[src/rtl/key_periph_pkg.sv]
// Shared constants for the push-button input peripheral: bus region,
// register word offsets and per-key press counter width.
package key_periph_pkg;

  localparam logic [2:0] KEY_REGION = 3'b101;

  localparam logic [1:0] OFS_STATE = 2'd0;
  localparam logic [1:0] OFS_EDGE  = 2'd1;
  localparam logic [1:0] OFS_COUNT = 2'd2;
  localparam logic [1:0] OFS_MASK  = 2'd3;

  localparam int COUNT_W = 8;

endpackage

[src/rtl/key_debouncer.sv]
// One push-button: synchroniser into clk, stability counter, accepted level
// and a one-cycle pulse on every accepted press (0->1 of the level).
module key_debouncer
  import key_periph_pkg::*;
#(
  parameter int DEBOUNCE_CYCLES = 1000000,
  parameter int SYNC_STAGES     = 2
) (
  input  logic clk,
  input  logic reset,
  input  logic key_n,
  output logic level,
  output logic press_pulse
);

  localparam int CW = (DEBOUNCE_CYCLES > 2) ? $clog2(DEBOUNCE_CYCLES) : 1;
  localparam logic [CW-1:0] C_MAX = CW'(DEBOUNCE_CYCLES - 1);

  logic [SYNC_STAGES-1:0] sync_q, sync_d;
  logic                   stable_q, stable_d;
  logic [CW-1:0]          cnt_q, cnt_d;
  logic                   pulse_q, pulse_d;
  logic                   synced;

  // Synchroniser resets to the released (high) level so reset never looks like a press.
  assign sync_d = {sync_q[SYNC_STAGES-2:0], key_n};
  assign synced = ~sync_q[SYNC_STAGES-1];

  always_comb begin
    stable_d = stable_q;
    cnt_d    = cnt_q;
    pulse_d  = 1'b0;
    if (synced == stable_q) begin
      cnt_d = '0;
    end else if (cnt_q == C_MAX) begin
      stable_d = synced;
      cnt_d    = '0;
      pulse_d  = synced;
    end else begin
      cnt_d = cnt_q + CW'(1);
    end
  end

  always_ff @(posedge clk or posedge reset) begin
    if (reset) begin
      sync_q   <= '1;
      stable_q <= 1'b0;
      cnt_q    <= '0;
      pulse_q  <= 1'b0;
    end else begin
      sync_q   <= sync_d;
      stable_q <= stable_d;
      cnt_q    <= cnt_d;
      pulse_q  <= pulse_d;
    end
  end

  assign level       = stable_q;
  assign press_pulse = pulse_q;

endmodule

[src/rtl/key_input_periph.sv]
// Memory-mapped push-button peripheral: debounced STATE, sticky W1C EDGE flags,
// per-key press counters and an interrupt MASK, with a registered level irq.
module key_input_periph
  import key_periph_pkg::*;
#(
  parameter int NKEYS           = 4,
  parameter int DEBOUNCE_CYCLES = 1000000,
  parameter int SYNC_STAGES     = 2
) (
  input  logic             clk,
  input  logic             reset,
  input  logic [NKEYS-1:0] key_n,
  input  logic             sel,
  input  logic [3:0]       address,
  input  logic             write_enable,
  input  logic [31:0]      wdata,
  output logic [31:0]      rdata,
  output logic             rdata_valid,
  output logic             irq
);

  localparam int NCNT = (NKEYS > 4) ? 4 : NKEYS;

  logic [NKEYS-1:0]   level;
  logic [NKEYS-1:0]   press_pulse;
  logic [NKEYS-1:0]   edge_q, edge_d;
  logic [NKEYS-1:0]   mask_q, mask_d;
  logic [COUNT_W-1:0] count_q [NCNT];
  logic [COUNT_W-1:0] count_d [NCNT];
  logic               irq_q, irq_d;
  logic [31:0]        rdata_q, rdata_d;
  logic               rdata_valid_q, rdata_valid_d;
  logic [31:0]        rd_word;
  logic               wr_hit, rd_req, wr_edge, wr_count, wr_mask;
  logic               unused_bits;

  for (genvar k = 0; k < NKEYS; k++) begin : g_key
    key_debouncer #(
      .DEBOUNCE_CYCLES(DEBOUNCE_CYCLES),
      .SYNC_STAGES    (SYNC_STAGES)
    ) u_deb (
      .clk        (clk),
      .reset      (reset),
      .key_n      (key_n[k]),
      .level      (level[k]),
      .press_pulse(press_pulse[k])
    );
  end

  assign wr_hit   = sel && write_enable;
  assign rd_req   = sel && !write_enable;
  assign wr_edge  = wr_hit && (address[3:2] == OFS_EDGE);
  assign wr_count = wr_hit && (address[3:2] == OFS_COUNT);
  assign wr_mask  = wr_hit && (address[3:2] == OFS_MASK);

  assign unused_bits = ^{address[1:0], wdata[31:NKEYS]};

  // A press landing on the same edge as a clear wins, for both flags and counters.
  always_comb begin
    edge_d = (edge_q & ~(wr_edge ? wdata[NKEYS-1:0] : '0)) | press_pulse;
    mask_d = wr_mask ? wdata[NKEYS-1:0] : mask_q;
    irq_d  = |(edge_q & mask_q);
    for (int k = 0; k < NCNT; k++) begin
      count_d[k] = count_q[k];
      if (wr_count && wdata[k]) begin
        count_d[k] = press_pulse[k] ? COUNT_W'(1) : '0;
      end else if (press_pulse[k]) begin
        count_d[k] = count_q[k] + COUNT_W'(1);
      end
    end
  end

  always_comb begin
    rd_word = '0;
    case (address[3:2])
      OFS_STATE: rd_word[NKEYS-1:0] = level;
      OFS_EDGE:  rd_word[NKEYS-1:0] = edge_q;
      OFS_COUNT: begin
        for (int k = 0; k < NCNT; k++) begin
          rd_word[COUNT_W*k +: COUNT_W] = count_q[k];
        end
      end
      OFS_MASK:  rd_word[NKEYS-1:0] = mask_q;
      default:   rd_word = '0;
    endcase
    rdata_d       = rd_req ? rd_word : rdata_q;
    rdata_valid_d = rd_req;
  end

  always_ff @(posedge clk or posedge reset) begin
    if (reset) begin
      edge_q        <= '0;
      mask_q        <= '0;
      irq_q         <= 1'b0;
      rdata_q       <= '0;
      rdata_valid_q <= 1'b0;
      for (int k = 0; k < NCNT; k++) begin
        count_q[k] <= '0;
      end
    end else begin
      edge_q        <= edge_d;
      mask_q        <= mask_d;
      irq_q         <= irq_d;
      rdata_q       <= rdata_d;
      rdata_valid_q <= rdata_valid_d;
      for (int k = 0; k < NCNT; k++) begin
        count_q[k] <= count_d[k];
      end
    end
  end

  assign rdata       = rdata_q;
  assign rdata_valid = rdata_valid_q;
  assign irq         = irq_q;

endmodule

[config.mk]
export PLATFORM = sky130hd
export DESIGN_NAME = key_input_periph
export DESIGN_NICKNAME = d
export VERILOG_FILES = /design/src/rtl/key_periph_pkg.sv /design/src/rtl/key_debouncer.sv /design/src/rtl/key_input_periph.sv
export SDC_FILE = /design/constraint.sdc
export NUM_CORES = 1
export LEC_CHECK = 0
export ABC_AREA = 1
export BUFFER_PORTS_ARGS = -buffer_cell sky130_fd_sc_hd__buf_2
export CAP_MARGIN = 15
export CORE_MARGIN = 2
export CORE_UTILIZATION = 62
export CTS_BUF_LIST = sky130_fd_sc_hd__clkbuf_4 sky130_fd_sc_hd__clkbuf_8
export DETAILED_ROUTE_END_ITERATION = 10
export GPL_ROUTABILITY_DRIVEN = 0
export MAX_ROUTING_LAYER = met4
export PLACE_DENSITY = 0.89
export SLEW_MARGIN = 40
export SYNTH_ARGS = -nofsm -noshare
export SYNTH_HDL_FRONTEND = slang
export SYNTH_SLANG_ARGS = --single-unit
export TNS_END_PERCENT = 100
[constraint.sdc]
create_clock -name clk -period 6.84 [get_ports clk]
set_input_delay 1.368 -clock clk [delete_from_list [all_inputs] [get_ports clk]]
set_output_delay 1.368 -clock clk [all_outputs]
set_load 0.03 [all_outputs]
* Word-level counts from Yosys, hierarchy flattened
Cells that the tools add are included.
Word-level totals: output and inout port bits 34, logic and storage cells 107, register bits after elaboration 170, input port bits 44
Operators by class: eq/ne operators 11, add/sub/neg operators 8, bitwise logic cells 12, muxes and demuxes 31, reduce and logical (&&, ||, !) cells 20
Operator list (number):
- $mux 20 | 8
- $add 20x1->20 const B | 4
- $eq 20x20->1 const B | 4
- $mux 8 | 8
- $add 8x1->8 const B | 4
- $mux 28 | 1
- $pmux 4 s4 | 1
- $mux 1 | 12
- $logic_and 1x1->1 | 9
- $and 4x4->4 | 2
- $not 1->1 | 8
- $reduce_and 2->1 | 4
- $reduce_bool 2->1 | 4
- $eq 1x1->1 | 4
- $eq 2x2->1 const B | 2
- $mux 4 | 1
- $not 4->4 | 1
- $or 4x4->4 | 1
- $reduce_or 4->1 | 1
- $eq 2x1->1 const B | 1
- $logic_not 2->1 | 1
- $logic_not 1->1 | 1

* Longest topological paths before layout
depth after elaboration 6, depth in mapped cells 9, gate-level depth less buffers 9

* Cells and area by module
A second synthesis with hierarchy kept.
Unflattened totals: cells, all modules 1063, area total of the unflattened synthesis 8739.6 µm²
By module, submodules not included:
- key_debouncer | area an instance 1342.5 µm², sequential area each 603.1 µm², instances 4, cells each 163
- key_input_periph | area an instance 3369.5 µm², sequential area each 1851.8 µm², instances 1, cells each 411

* Worst setup path after synthesis
Ideal clock, no wire load.
path kind input -> register, from in sel, to reg rdata_q[10] (netlist: rdata[10]), arrival time 2.019 ns, stages 6, setup slack 4.691 ns, path buffers 1, data required time 6.710 ns, path through inv_1 -> nor2_1 -> inv_1 -> clkbuf_1 -> nand2_1 -> o21ai_0
On the way: cells in the longest elaborated chain, start to end 1
RTL lines:
- from (decl) | line key_input_periph.sv:13 | input logic sel,
- $logic_and 1x1->1 | line key_input_periph.sv:51 | assign rd_req = sel && !write_enable;
- to (signal assigned) | line key_input_periph.sv:104 | rdata_q <= rdata_d;
- to (decl) | line key_input_periph.sv:31 | logic [31:0] rdata_q, rdata_d;
No other way between the ends. A chain may end at the register's enable or synchronous reset.

* Worst setup path in the final report
from in address[2], to reg rdata_q[10] (netlist: rdata[10])
On the way: cells in the longest elaborated chain, start to end 2
RTL lines:
- from (decl) | line key_input_periph.sv:14 | input logic [3:0] address,
- $eq 2x2->1 | line key_input_periph.sv:75 | case (address[3:2])
- $mux 28 | line key_input_periph.sv:75
No other way between the ends.

==> metrics.md <==
| Metric | Value |
|---|---|
| Met1 usage | 36.2% |
| Overall routing resource usage | 26.9% |
| Critical path launch point type | input pin |
| Final setup viols | 0 |
| Routed via count divided by cell count | 5.36 |
| Worst reg2reg path endpoint | g_key[1].u_deb.cnt_q[9]$_DFF_PP0_ |
| WP data required | 7.20 ns |
| Worst-path fanout max | 20 |
| Final count of hold timing violations | 0 |
| Share of the cycle needed by the critical path after routing | 37.4% |
| Area added between synthesis and finish | 10.3% |
| Sequential-to-total area share from yosys stat | 51.6% |
| Boundary Pins | 78 |
| Worst-case register-to-register setup slack | 5.08 ns |
| CTS Buf Count | 17 |
| Wire length reported by the detailed router | 17200 um |
| Headroom to the max-slew limit | 52.7% |
| Top library cells by usage in the layout, fill and taps aside | 216 x nand2_1, 197 x nor2_1, 162 x dfrtp_1 |
| Synth top area cells | dfrtp_1 49%, nand2_1 9.8%, nor2_1 8.9% |
| Footprint of the flip-flops and latches | 4260 um2 |
| Worst Hold Path Cells | 0 |
| Post-CTS Resized | 0 |
| CTS Hold Bufs | 0 |
| Number of post-CTS setup repair buffers | 0 |
| Critical path endpoint category | flop |
| Tightest Pin Transition | 0.710 ns |
| Clock Tree Root | clkbuf_8 |
| Footprint of the multi-input gates | 3540 um2 |
| Power density cells | 207 nW/um2 |
| H-tree levels | 4 |
| Post-synthesis area per instance | 8.08 um2 |
| Min-Delay Endpoint | g_key[2].u_deb.sync_q[1]$_DFF_PP1_ |
| Arrival time of the worst setup path | 2.92 ns |
| Clock network latency to the later pin of the worst-skew pair | 0.47 ns |
| Placed cell areas | 8700 um2 |
| Post-synth top area cell | dfrtp_1 |
| Met2 layer usage reported by global route | 41.0% |
| Setup repair after global routing missed its margin | no |
| Post-detail-place hpwl | 11900 um |
| Die X-Extent | 119 um |
| Worst clock skew | 0.0156 ns |
| Overflow left after global routing | 0 |
| Netlist Area Pre-Place | 8260 um2 |
| Met3 Resource Use GR | 5.03% |
| Max-capacitance violation count | 0 |
| Core occupancy in the finished layout | 69.4% |
| Post-Route Setup TNS | 0 ns |
| First-pass DRT Iterations | 7 |
| Number of vias in the routed layout | 6806 |
| Clock sink total | 170 |
| Clock Pin Slew Worst Setup and Hold Paths | 0.08 ns |
| Global-route wire length before repair | 30000 um |
| #FFs+latches synth | 170 |
| Clock tree from TritonCTS | built |
| Pin count of the biggest net entering global routing | 91 |
| Most frequent standard cell in the layout excluding fill and tap cells | nand2_1 |
| ANT nets after route | 0 |
| Worst reg2reg startpoint | g_key[1].u_deb.sync_q[1]$_DFF_PP1_ |
| Effective utilization at floorplan | 62.9% |
| Initial antenna violation count | 1 |
| Min Tclk post-route | 2.56 ns |
| Synthesis warning total | 0 |
| Filler Cell Count | 1001 |
| Fraction of final layout cells with drive strength greater than 1 | 11.5% |
| Number of cells traversed by the worst register-to-register path | 4 |
| Global-route layer with the greatest usage | met2 |
| DRC violations left | 0 |
| Count of cell types in the netlist | 32 |
| Synth Instances | 1023 |
| Net count after synthesis | 1075 |
| Path type of the worst min-delay path | reg2reg |
| IR drop worst, VDD | 0.156 mV |
| Buffer depth of the longest clock path | 2 |
| Worst Path Class, Setup | in2reg |
| Min-Delay Startpoint | g_key[2].u_deb.sync_q[0]$_DFF_PP1_ |
| Post-Layout Inst Area | 9120 um2 |
| Die Y | 119 um |
| Overall die area | 14300 um2 |
| DRC marker count from the first detailed-route iteration | 712 |
| Static leakage | 0.00431 uW |
| Drt wl/cell | 13.6 um |
| Proportion of netlist area held by the largest area contributor | 49.1% |
| Fmax achieved | 391 MHz |
| Core Region | 13100 um2 |
| Via count of the first global-routing pass | 6501 |
| I/O Buffers | 47 |
| Outcome | finished, final reports clean |
| FP Rows | 42 |
| Final-report max-slew violation count | 0 |
| Final layout net count | 1132 |
==> sequential cells by signal, summed over array words and instances (netlist names) <==
name / cells
count_q: 32
edge_q: 4
g_key.u_deb.cnt_q: 80
g_key.u_deb.level: 4
g_key.u_deb.press_pulse: 4
g_key.u_deb.sync_q: 8
irq: 1
mask_q: 4
rdata: 32
rdata_valid: 1
==> metal layers <==
layer  share of wire, %  vias to the layer above
met3                5.5                       35
met2                 48                      189
li1                   -                     3365
met4                2.2                        0
met1                 44                     3217
met5                  0                        -
==> where the power goes <==
group	internal [uW]	total [uW]	switching, uW	leakage, uW
logic	29.0	111	82.3	0.00181
clock network	361	721	360	0.000194
registers	1030	1050	20.2	0.00231
==> metrics by stage <==
step / instances / setup WS, ns / hold slack (ns) / power, uW
floorplan: 1023 / 0.882 / 0.345 / 1150
global placement: 1237 / 3.72 / 0.345 / 1180
detailed placement: 1237 / 3.81 / 0.347 / 1180
CTS: 1269 / 4.31 / 0.359 / 1900
global route: 1270 / 4.15 / 0.364 / 1970
finish: 1270 / 4.28 / 0.358 / 1890
==> cell type report <==
class	instances	area share, %
Sequential cell	170	46.8
Multi-Input combinational cell	729	38.8
Timing Repair Buffer	49	2.79
Antenna cell	1	0.0274
Clock inverter	10	1.28
Clock buffer	22	3.18
Tap cell	176	2.42
Inverter	113	4.74
==> logic make-up after synthesis <==
group | synth area share [%]
compound gates | 6.42
xor+xnor | 4.86
fa+ha+maj | 1.21
buf+inv | 5.77
flops | 51.6
simple gates | 30.1
==> critical path, cell delays in order <==
cell,delay [ns]
buf_2,0.13
inv_2,0.09
nand2_1,0.09
inv_1,0.36
nand2_1,0.52
o21ai_0,0.35
==> cells in the mapped netlist <==
cell type,count
clkbuf_1,4
dfstp_2,8
dfrtp_1,162
o21a_1,1
a21oi_1,26
nor3b_1,5
o21bai_1,2
nor3_1,19
nand3_2,4
o21ai_0,68
nand3_1,92
nor2_2,13
nand3b_1,2
nor3_4,2
nor2_4,2
a31oi_1,1
o211ai_1,2
a21oi_4,1
inv_2,3
buf_4,1
buf_2,6
inv_1,110
nor2_1,197
nand2_2,6
nand3_4,1
nand4_1,12
ha_1,8
xnor2_1,13
xor2_1,31
nand2_1,216
and2_1,4
xor2_2,1
==> worst max-delay path by stage <==
stage,from,to,cells past startpoint
3_3_place_gp,reset,g_key[0].u_deb.cnt_q[14]$_DFF_PP0_,3
3_5_place_dp,address[2],rdata[18]$_DFFE_PP0P_,6
2_1_floorplan,reset,count_q[0]$_DFFE_PP0P_,1
6_report,address[2],rdata[10]$_DFFE_PP0P_,6
5_1_grt,address[2],rdata[18]$_DFFE_PP0P_,6
4_1_cts,address[2],rdata[18]$_DFFE_PP0P_,6
(Power assumes the default switching activity.)
